### config.mk
export PLATFORM = sky130hd
export DESIGN_NAME = tone_trans_det_flat
export DESIGN_NICKNAME = d
export VERILOG_FILES = /design/src/rtl/tone_trans_det_if.sv /design/src/rtl/tone_trans_det.sv /design/src/flat_wrapper.sv
export SDC_FILE = /design/constraint.sdc
export NUM_CORES = 1
export LEC_CHECK = 0
export BUFFER_PORTS_ARGS = -buffer_cell sky130_fd_sc_hd__buf_4
export CAP_MARGIN = 20
export CORE_ASPECT_RATIO = 2
export CORE_MARGIN = 10
export CORE_UTILIZATION = 35
export CTS_CLUSTER_DIAMETER = 60
export DETAILED_ROUTE_END_ITERATION = 12
export SYNTH_ARGS = -nofsm -noshare
export SYNTH_HDL_FRONTEND = slang
export SYNTH_SLANG_ARGS = --single-unit
### constraint.sdc
create_clock -name clk -period 4.8 [get_ports clk]
set_clock_uncertainty 0.15 [all_clocks]
set_input_delay 0.48 -clock clk [delete_from_list [all_inputs] [get_ports clk]]
set_output_delay 0.48 -clock clk [all_outputs]
set_load 0.05 [all_outputs]
### src/rtl/tone_trans_det_if.sv
// Sample/result bundle for tone_trans_det: operands and handshake in, TR/TDP flags out.
// The master drives start/dly_strb and operands; the slave (detector) drives results and status.
interface tone_trans_det_if;
  logic        start;
  logic        dly_strb;
  logic [15:0] DQ;
  logic [18:0] YL;
  logic [15:0] A2;
  logic        TR;
  logic        TDP;
  logic        done;
  logic        busy;
  logic [1:0]  dbg_state;

  // start is a single-cycle request honoured only while busy=0; done pulses once
  // when TR/TDP are valid, and TR/TDP then hold until the next done.
  modport master (
    output start, dly_strb, DQ, YL, A2,
    input  TR, TDP, done, busy, dbg_state
  );
  modport slave (
    input  start, dly_strb, DQ, YL, A2,
    output TR, TDP, done, busy, dbg_state
  );
endinterface

### src/rtl/tone_trans_det.sv
// Tone and transition detector: captures DQ/YL/A2 on start, evaluates in CALC and
// publishes TR/TDP on entry to DONE; TD is the delayed tone flag loaded on dly_strb.
module tone_trans_det #(
  parameter int unsigned YLINT_MAX = 9,
  parameter int unsigned THR_CAP   = 31744
) (
  input  logic             clk,
  input  logic             reset,
  tone_trans_det_if.slave  bus,
  input  logic             test_mode,
  input  logic             scan_enable,
  input  logic             scan_in0,
  input  logic             scan_in1,
  input  logic             scan_in2,
  input  logic             scan_in3,
  input  logic             scan_in4,
  output logic             scan_out0,
  output logic             scan_out1,
  output logic             scan_out2,
  output logic             scan_out3,
  output logic             scan_out4
);

  typedef enum logic [1:0] {
    IDLE = 2'd0,
    CALC = 2'd1,
    DONE = 2'd2
  } state_e;

  state_e      state_q, state_d;
  logic [14:0] dqmag_q;
  logic [8:0]  yl_q;
  logic [15:0] a2_q;
  logic        tr_q, tdp_q, td_q;

  logic        cap_en, eval_en;
  logic [3:0]  ylint;
  logic [5:0]  thr_base;
  logic [15:0] thr1, thr2, dqthr;
  logic [16:0] thr_sum;
  logic        tdp_next, tr_next;

  always_comb begin
    state_d = state_q;
    cap_en  = 1'b0;
    eval_en = 1'b0;
    case (state_q)
      IDLE: begin
        if (bus.start) begin
          cap_en  = 1'b1;
          state_d = CALC;
        end
      end
      CALC: begin
        eval_en = 1'b1;
        state_d = DONE;
      end
      DONE:    state_d = IDLE;
      default: state_d = IDLE;
    endcase
  end

  // Only YL[18:10] feed the threshold, so only those bits are captured.
  assign ylint    = yl_q[8:5];
  assign thr_base = 6'd32 + {1'b0, yl_q[4:0]};
  assign thr1     = {10'd0, thr_base} << ylint;
  assign thr2     = ({28'd0, ylint} > 32'(YLINT_MAX)) ? 16'(THR_CAP) : thr1;
  assign thr_sum  = {1'b0, thr2} + {2'b00, thr2[15:1]};
  assign dqthr    = thr_sum[16:1];
  assign tdp_next = a2_q[15] && (a2_q < 16'hD200);
  assign tr_next  = td_q && ({1'b0, dqmag_q} > dqthr);

  always_ff @(posedge clk or negedge reset) begin
    if (!reset) begin
      state_q <= IDLE;
      dqmag_q <= '0;
      yl_q    <= '0;
      a2_q    <= '0;
      tr_q    <= 1'b0;
      tdp_q   <= 1'b0;
      td_q    <= 1'b0;
    end else begin
      state_q <= state_d;
      if (cap_en) begin
        dqmag_q <= bus.DQ[14:0];
        yl_q    <= bus.YL[18:10];
        a2_q    <= bus.A2;
      end
      if (eval_en) begin
        tr_q  <= tr_next;
        tdp_q <= tdp_next;
      end
      // Reads the pre-edge TR/TDP, so a strobe on the DONE-entry edge sees the old flags.
      if (bus.dly_strb) td_q <= tr_q ? 1'b0 : tdp_q;
    end
  end

  assign bus.TR        = tr_q;
  assign bus.TDP       = tdp_q;
  assign bus.done      = (state_q == DONE);
  assign bus.busy      = (state_q != IDLE);
  assign bus.dbg_state = state_q;

  logic scan_path;
  assign scan_path = test_mode & scan_enable;
  assign scan_out0 = scan_path & scan_in0;
  assign scan_out1 = scan_path & scan_in1;
  assign scan_out2 = scan_path & scan_in2;
  assign scan_out3 = scan_path & scan_in3;
  assign scan_out4 = scan_path & scan_in4;

  logic unused_in;
  assign unused_in = ^{bus.DQ[15], bus.YL[9:0]};

endmodule

### src/flat_wrapper.sv
// flat-port wrapper written by rule: the top's interface ports become plain ports
module tone_trans_det_flat 
#(
  parameter int unsigned YLINT_MAX = 9,
  parameter int unsigned THR_CAP   = 31744
)
  (clk, reset, test_mode, scan_enable, scan_in0, scan_in1, scan_in2, scan_in3, scan_in4, scan_out0, scan_out1, scan_out2, scan_out3, scan_out4, bus_start, bus_dly_strb, bus_DQ, bus_YL, bus_A2, bus_TR, bus_TDP, bus_done, bus_busy, bus_dbg_state);
  tone_trans_det_if bus_i ();
  input  logic clk;
  input  logic reset;
  input  logic test_mode;
  input  logic scan_enable;
  input  logic scan_in0;
  input  logic scan_in1;
  input  logic scan_in2;
  input  logic scan_in3;
  input  logic scan_in4;
  output logic scan_out0;
  output logic scan_out1;
  output logic scan_out2;
  output logic scan_out3;
  output logic scan_out4;
  input wire logic [$bits(bus_i.start)-1:0] bus_start;
  input wire logic [$bits(bus_i.dly_strb)-1:0] bus_dly_strb;
  input wire logic [$bits(bus_i.DQ)-1:0] bus_DQ;
  input wire logic [$bits(bus_i.YL)-1:0] bus_YL;
  input wire logic [$bits(bus_i.A2)-1:0] bus_A2;
  output wire logic [$bits(bus_i.TR)-1:0] bus_TR;
  output wire logic [$bits(bus_i.TDP)-1:0] bus_TDP;
  output wire logic [$bits(bus_i.done)-1:0] bus_done;
  output wire logic [$bits(bus_i.busy)-1:0] bus_busy;
  output wire logic [$bits(bus_i.dbg_state)-1:0] bus_dbg_state;
  assign bus_i.start = bus_start;
  assign bus_i.dly_strb = bus_dly_strb;
  assign bus_i.DQ = bus_DQ;
  assign bus_i.YL = bus_YL;
  assign bus_i.A2 = bus_A2;
  assign bus_TR = bus_i.TR;
  assign bus_TDP = bus_i.TDP;
  assign bus_done = bus_i.done;
  assign bus_busy = bus_i.busy;
  assign bus_dbg_state = bus_i.dbg_state;
  tone_trans_det #(.YLINT_MAX(YLINT_MAX), .THR_CAP(THR_CAP)) u_core (.clk(clk), .reset(reset), .bus(bus_i), .test_mode(test_mode), .scan_enable(scan_enable), .scan_in0(scan_in0), .scan_in1(scan_in1), .scan_in2(scan_in2), .scan_in3(scan_in3), .scan_in4(scan_in4), .scan_out0(scan_out0), .scan_out1(scan_out1), .scan_out2(scan_out2), .scan_out3(scan_out3), .scan_out4(scan_out4));
endmodule
[Word-level counts from Yosys, hierarchy flattened]
Index checks and enable logic that the tools add are counted.
Storage, ports and cells
  register bits: 45
  input port bits: 62
  output and inout bits: 11
  word-level logic and storage cells: 33
Cells by class
  $add $sub $neg: 2
  $lt $le $gt $ge: 3
  eq/ne operators: 3
  shifts and indexed selects: 1
  multiplexer cells: 7
  bitwise logic cells: 6
  reductions and logical operators: 4
Operators by type and width (count)
  adder 16 x 15 -> 17 bit: 1
  greater-than comparator 15 x 16 -> 1 bit: 1
  less-than comparator 16 bit (second input constant): 1
  2-to-1 mux 16 bit: 1
  << shifter 6 x 4 -> 16 bit: 1
  adder 6 x 5 -> 6 bit (first input constant): 1
  AND 1 bit: 6
  greater-than comparator 4 bit (second input constant): 1
  2-to-1 mux 1 bit: 4
  case mux 2 bit (2 select lines): 1
  == test 2 x 1 -> 1 bit (second input constant): 1
  == test 2 bit (second input constant): 1
  logical AND 1 bit: 2
  zero test 2 bit: 1
  2-to-1 mux 2 bit: 1
  != test 2 bit (second input constant): 1
  nonzero test 2 bit: 1

[Depth between registers and ports, before layout]
  word-level depth: 6
  mapped depth: 21

[Worst setup path before layout]
Ideal clock, no wire load.
  kind: register to register
  from: reg u_core.yl_q[5]
  to: reg u_core.tr_q (netlist: u_core.bus.TR)
  setup time: 124 ps
  data arrival time: 4105 ps
  slack: 421 ps
  stages on the path, launching flop included: 19
  path buffers: 0
  period minus slack after synthesis: 4379 ps
  cell sequence: dfrtp_1 mux4_2 mux2i_2 or2b_2 inv_2 ha_1 a21oi_1 o21ai_1 a221oi_4 a21oi_1 xnor2_1 ha_1 a21oi_1 nor2b_1 o21ai_0 o211ai_1 a2111o_1 o21ai_0 a2bb2oi_2
On the way
  longest elaborated chain between the ends: 5
RTL lines
  from (decl): RTL line tone_trans_det.sv:32  | logic [8:0] yl_q;
  from (signal assigned): RTL line tone_trans_det.sv:86  | yl_q <= bus.YL[18:10];
  greater-than comparator 4 bit or << shifter 6 x 4 -> 16 bit (tied branches): RTL line tone_trans_det.sv:67, tone_trans_det.sv:66
  2-to-1 mux 16 bit *: RTL line tone_trans_det.sv:67  | assign thr2 = ({28'd0, ylint} > 32'(YLINT_MAX)) ? 16'(THR_CAP) : thr1;
  adder 16 x 15 -> 17 bit *: RTL line tone_trans_det.sv:68  | assign thr_sum = {1'b0, thr2} + {2'b00, thr2[15:1]};
  greater-than comparator 15 x 16 -> 1 bit *: RTL line tone_trans_det.sv:71  | assign tr_next = td_q && ({1'b0, dqmag_q} > dqthr);
  logical AND 1 bit *: RTL line tone_trans_det.sv:71
  to (signal assigned): RTL line tone_trans_det.sv:90  | tr_q <= tr_next;
  to (decl): RTL line tone_trans_det.sv:34  | logic tr_q, tdp_q, td_q;
Mark *: on every way between the ends. The rest lies on a longest branch, timed or not.
A chain may end at the register's enable or synchronous reset.

[Worst setup path after layout]
Same ends and word-level chain as after synthesis.

==> impl_metrics.prom <==
# TYPE chip_impl_metric gauge
chip_impl_info{name="status",value="completed"} 1
chip_impl_metric{name="worst-r2r-cell-count",unit=""} 20
chip_impl_info{name="unrepaired_setup_endpoints_after_global_routing",value="false"} 1
chip_impl_info{name="synthMostInstantiatedCell",value="sky130_fd_sc_hd__dfrtp_1"} 1
chip_impl_metric{name="final_layout_size_suffix_gt1_share",unit="%"} 34.1
chip_impl_info{name="timing.critical_path.cells",value="buf_4 -> nand2b_1 -> nand2_1 -> and3_1 -> ha_1 -> nand2_1 -> o41ai_2 -> a21oi_2 -> o21ai_1 -> a21oi_2 -> nor3_1 -> o32a_1 -> a31oi_1 -> ha_1 -> o21a_1 -> nor2_1 -> or4_1 -> a21oi_1 -> o21ai_1 -> a2bb2oi_2"} 1
chip_impl_metric{name="post_drt_wl_per_cell",unit="um"} 16.1
chip_impl_metric{name="clock_insertion_delay_at_the_later_pin_of_the_skew_report",unit="ns"} 0.28
chip_impl_metric{name="postSynthRegisterBits",unit=""} 36
chip_impl_metric{name="layout_worst_path_cycle_share",unit="%"} 92.7
chip_impl_metric{name="cts_htree_levels",unit=""} 2
chip_impl_metric{name="globalRouteTotalUtil",unit="%"} 11.9
chip_impl_metric{name="grt_first_pass_wirelength",unit="um"} 12200
chip_impl_metric{name="fillerInstances",unit=""} 794
chip_impl_info{name="critical_path.startpoint",value="u_core.yl_q[5]$_DFFE_PN0P_"} 1
chip_impl_metric{name="final_util",unit="%"} 45.4
chip_impl_metric{name="syn-cell-area",unit="um2"} 2880
chip_impl_metric{name="max_cap_viol_count",unit=""} 0
chip_impl_metric{name="drt_wl_total",unit="um"} 7490
chip_impl_info{name="critical_path.startpoint_type",value="flip-flop"} 1
chip_impl_metric{name="cp.required",unit="ns"} 4.85
chip_impl_info{name="cts_tree",value="done"} 1
chip_impl_metric{name="crit_path_max_fanout",unit=""} 6
chip_impl_metric{name="combined_area_of_the_multi_input_logic_cells",unit="um2"} 1910
chip_impl_metric{name="syn_avg_cell_area",unit="um2"} 9.56
chip_impl_metric{name="dpl.hpwl",unit="um"} 6160
chip_impl_metric{name="grt_remaining_overflow",unit=""} 0
chip_impl_metric{name="yosys.cell_types.count",unit=""} 59
chip_impl_metric{name="setup_violations",unit=""} 0
chip_impl_metric{name="postCtsSetupBuffers",unit=""} 0
chip_impl_metric{name="rrSetupSlack",unit="ns"} 0.35
chip_impl_info{name="hp-class",value="input pin to asynchronous set/reset pin"} 1
chip_impl_metric{name="routabilityCongestion",unit=""} 0.858
chip_impl_metric{name="grt_max_degree",unit=""} 38
chip_impl_metric{name="initial_core_util",unit="%"} 36.0
chip_impl_metric{name="fin_crit",unit="ns"} 4.45
chip_impl_metric{name="final.setup.worst_slack",unit="ns"} 0.351
chip_impl_metric{name="async_reset_ff_share",unit="%"} 100
chip_impl_info{name="clock_tree.root_cell",value="sky130_fd_sc_hd__clkbuf_16"} 1
chip_impl_metric{name="worst_ep_arrival_time",unit="ns"} 4.50
chip_impl_metric{name="timing.setup.tns",unit="ns"} 0
chip_impl_metric{name="syn_inst",unit=""} 301
chip_impl_metric{name="final_hold_vios",unit=""} 0
chip_impl_metric{name="antenna_violations_before_repair",unit=""} 0
chip_impl_metric{name="cts.clk_slew.worst_paths",unit="ns"} 0.06
chip_impl_metric{name="die_w",unit="um"} 84.1
chip_impl_info{name="launch_instance_of_the_worst_register_to_register_path",value="u_core.yl_q[5]$_DFFE_PN0P_"} 1
chip_impl_metric{name="ios",unit=""} 73
chip_impl_metric{name="timing.fmax",unit="MHz"} 225
chip_impl_metric{name="die_height",unit="um"} 148
chip_impl_metric{name="drt_drc_violations_left",unit=""} 0
chip_impl_metric{name="port_buffers",unit=""} 52
chip_impl_info{name="critical-path-top-delay-family",value="compound AO/OA/AOI/OAI gates"} 1
chip_impl_metric{name="worst_slack_at_placement",unit="ns"} 0.155
chip_impl_metric{name="synth-seq-area-share",unit="%"} 31.3
chip_impl_metric{name="irDropWorstVdd",unit="mV"} 0.371
chip_impl_metric{name="postCtsHoldBufs",unit=""} 0
chip_impl_metric{name="timing_max_transition_violations_final",unit=""} 0
chip_impl_metric{name="yosysWarningCount",unit=""} 0
chip_impl_metric{name="edff_count_synth",unit=""} 0
chip_impl_info{name="criticalPathCategory",value="flip-flop to flip-flop"} 1
chip_impl_metric{name="grt_pass1_vias",unit=""} 2600
chip_impl_metric{name="std_cell_rows",unit=""} 46
chip_impl_info{name="crit_path_end_kind",value="flip-flop"} 1
chip_impl_metric{name="flow.area_growth_from_synthesis",unit="%"} 26.2
chip_impl_metric{name="cts.sinks",unit=""} 36
chip_impl_metric{name="via_per_inst",unit=""} 5.31
chip_impl_metric{name="leakage_power_total",unit="uW"} 0.00166
chip_impl_metric{name="cts_made_buffers",unit=""} 5
chip_impl_info{name="crit_end",value="u_core.bus.TR$_DFFE_PN0N_"} 1
chip_impl_metric{name="power_per_cell_area",unit="nW/um2"} 580
chip_impl_info{name="crit-reg2reg-capture",value="u_core.bus.TR$_DFFE_PN0N_"} 1
chip_impl_info{name="worst_path_max_delay_cell",value="sky130_fd_sc_hd__dfrtp_2"} 1
chip_impl_info{name="ys_top_cells_by_count",value="sky130_fd_sc_hd__dfrtp_1, sky130_fd_sc_hd__ha_1, sky130_fd_sc_hd__mux2_2, sky130_fd_sc_hd__o21ai_0, sky130_fd_sc_hd__nand2_1"} 1
chip_impl_metric{name="post-synth-top-area-fraction",unit="%"} 31.3
chip_impl_metric{name="drtAntennaViolNets",unit=""} 0
chip_impl_metric{name="die_area",unit="um2"} 12500
chip_impl_metric{name="cts_buffer_depth",unit=""} 2
chip_impl_metric{name="regArea",unit="um2"} 902
chip_impl_metric{name="core_area",unit="um2"} 8000
chip_impl_info{name="synthDominantAreaCellType",value="sky130_fd_sc_hd__dfrtp_1"} 1
chip_impl_info{name="yosys-top-cells-area",value="sky130_fd_sc_hd__dfrtp_1, sky130_fd_sc_hd__ha_1, sky130_fd_sc_hd__mux2_2"} 1
chip_impl_metric{name="diodes",unit=""} 0
chip_impl_metric{name="design.final.nets",unit=""} 459
chip_impl_metric{name="drt_first_iter_violations",unit=""} 104
chip_impl_metric{name="timing.critical_path.depth",unit=""} 20
chip_impl_metric{name="path_buf_inv",unit=""} 1
chip_impl_info{name="synth_top_flop_cell",value="sky130_fd_sc_hd__dfrtp_1"} 1
chip_impl_metric{name="critical_path.max_stage_delay",unit="ns"} 0.45
chip_impl_metric{name="vias",unit=""} 2476
chip_impl_metric{name="first_pass_iters",unit=""} 4
## worst register-to-register path: stages (launching register included)
cell                        delay [ns]
sky130_fd_sc_hd__dfrtp_2          0.45
sky130_fd_sc_hd__buf_4            0.15
sky130_fd_sc_hd__nand2b_1         0.16
sky130_fd_sc_hd__nand2_1          0.10
sky130_fd_sc_hd__and3_1           0.24
sky130_fd_sc_hd__ha_1             0.36
sky130_fd_sc_hd__nand2_1          0.08
sky130_fd_sc_hd__o41ai_2          0.34
sky130_fd_sc_hd__a21oi_2          0.14
sky130_fd_sc_hd__o21ai_1          0.17
sky130_fd_sc_hd__a21oi_2          0.11
sky130_fd_sc_hd__nor3_1           0.32
sky130_fd_sc_hd__o32a_1           0.26
sky130_fd_sc_hd__a31oi_1          0.10
sky130_fd_sc_hd__ha_1             0.34
sky130_fd_sc_hd__o21a_1           0.13
sky130_fd_sc_hd__nor2_1           0.04
sky130_fd_sc_hd__or4_1            0.39
sky130_fd_sc_hd__a21oi_1          0.12
sky130_fd_sc_hd__o21ai_1          0.09
sky130_fd_sc_hd__a2bb2oi_2        0.14
## cell families after synthesis
family / synth area share, %
flops: 31.3
other cells: 0.130
buf+inv: 3.04
mux: 14.5
compound gates: 19.6
xor+xnor: 3.65
fa+ha+maj: 12.4
simple gates: 15.3
## what timing repair did
action / 4_1_cts / 5_1_grt
hold endpoints to repair: 0 / 0
endpoints found under the setup margin: 0 / 1
resized for setup: 0 / 5
## how the worst min path moves through the flow
| stage | startpoint | end | slack, ns | depth (start not counted) |
|---|---|---|---|---|
| 2_1_floorplan | reset | u_core.a2_q[10]$_DFFE_PN0P_ | 0.03 | 0 |
| 3_3_place_gp | reset | u_core.a2_q[10]$_DFFE_PN0P_ | 0.31 | 1 |
| 3_5_place_dp | reset | u_core.a2_q[13]$_DFFE_PN0P_ | 0.32 | 1 |
| 4_1_cts | reset | u_core.yl_q[5]$_DFFE_PN0P_ | 0.02 | 1 |
| 5_1_grt | reset | u_core.a2_q[13]$_DFFE_PN0P_ | 0.03 | 1 |
| 6_report | reset | u_core.a2_q[13]$_DFFE_PN0P_ | 0.001 | 1 |
## routing by layer
metal | vias up | wire length (um) | global-route usage [%]
met5 | - | 0 | 0
met4 | 0 | 250 | 6.40
met3 | 16 | 225 | 1.86
met2 | 44 | 4270 | 23.1
met1 | 1191 | 2750 | 11.4
li1 | 1225 | - | -
## power by group
group	internal (uW)	switching, uW	total [uW]
Clock	207	121	327
Combinational	611	714	1330
Sequential	384	69.2	454
## area by class of cell
type / instances / share of cell area [%]
Multi-Input combinational cell: 247 / 52.7
Sequential cell: 36 / 24.8
Timing Repair Buffer: 67 / 13.8
Clock buffer: 7 / 3.93
Tap cell: 96 / 3.31
Inverter: 12 / 1.24
Clock inverter: 1 / 0.207
## registers in the layout (all words and copies together), names as in the netlist
| register | cells |
|---|---|
| u_core.yl_q | 9 |
| u_core.bus.TDP | 1 |
| u_core.dqmag_q | 15 |
| u_core.bus.TR | 1 |
| u_core.a2_q | 7 |
| u_core.bus.dbg_state | 2 |
| u_core.td_q | 1 |
## cells in the final DEF, fill, tap and decap left out, types with 2 or more instances in the layout
cell                        instances
sky130_fd_sc_hd__inv_1              9
sky130_fd_sc_hd__a31oi_1            2
sky130_fd_sc_hd__a21oi_1           16
sky130_fd_sc_hd__conb_1             3
sky130_fd_sc_hd__nand2b_1           6
sky130_fd_sc_hd__nand4_1            2
sky130_fd_sc_hd__o22ai_1            2
sky130_fd_sc_hd__mux2i_2            3
sky130_fd_sc_hd__mux2i_1            5
sky130_fd_sc_hd__nor2_1            19
sky130_fd_sc_hd__a21oi_2            4
sky130_fd_sc_hd__and2b_1            2
sky130_fd_sc_hd__ha_1              27
sky130_fd_sc_hd__mux2_2            27
sky130_fd_sc_hd__buf_4             67
sky130_fd_sc_hd__o21a_1             6
sky130_fd_sc_hd__nor3_1             6
sky130_fd_sc_hd__xor2_1             4
sky130_fd_sc_hd__inv_2              2
sky130_fd_sc_hd__nor2b_1            6
sky130_fd_sc_hd__and3_1             6
sky130_fd_sc_hd__a21o_1             5
sky130_fd_sc_hd__o21ai_0           24
sky130_fd_sc_hd__o21ai_1            5
sky130_fd_sc_hd__nand2_1           22
sky130_fd_sc_hd__dfrtp_1           35
sky130_fd_sc_hd__o211ai_1           2
sky130_fd_sc_hd__xnor2_1            8
sky130_fd_sc_hd__clkbuf_16          5
sky130_fd_sc_hd__and2_1             2
sky130_fd_sc_hd__nand3_1            6
sky130_fd_sc_hd__or2_2              3
## per-stage QoR
step	area (um2)	cells	power [uW]	hold WS, ns
after floorplan	2890	303	1440	0.0344
after global placement	3470	458	1760	0.312
after detailed placement	3470	458	1780	0.319
after CTS	3620	466	2120	0.0193
after global routing	3630	466	2300	0.0329
final	3630	466	2110	0.00144
Power figures use the tool's default switching activity.
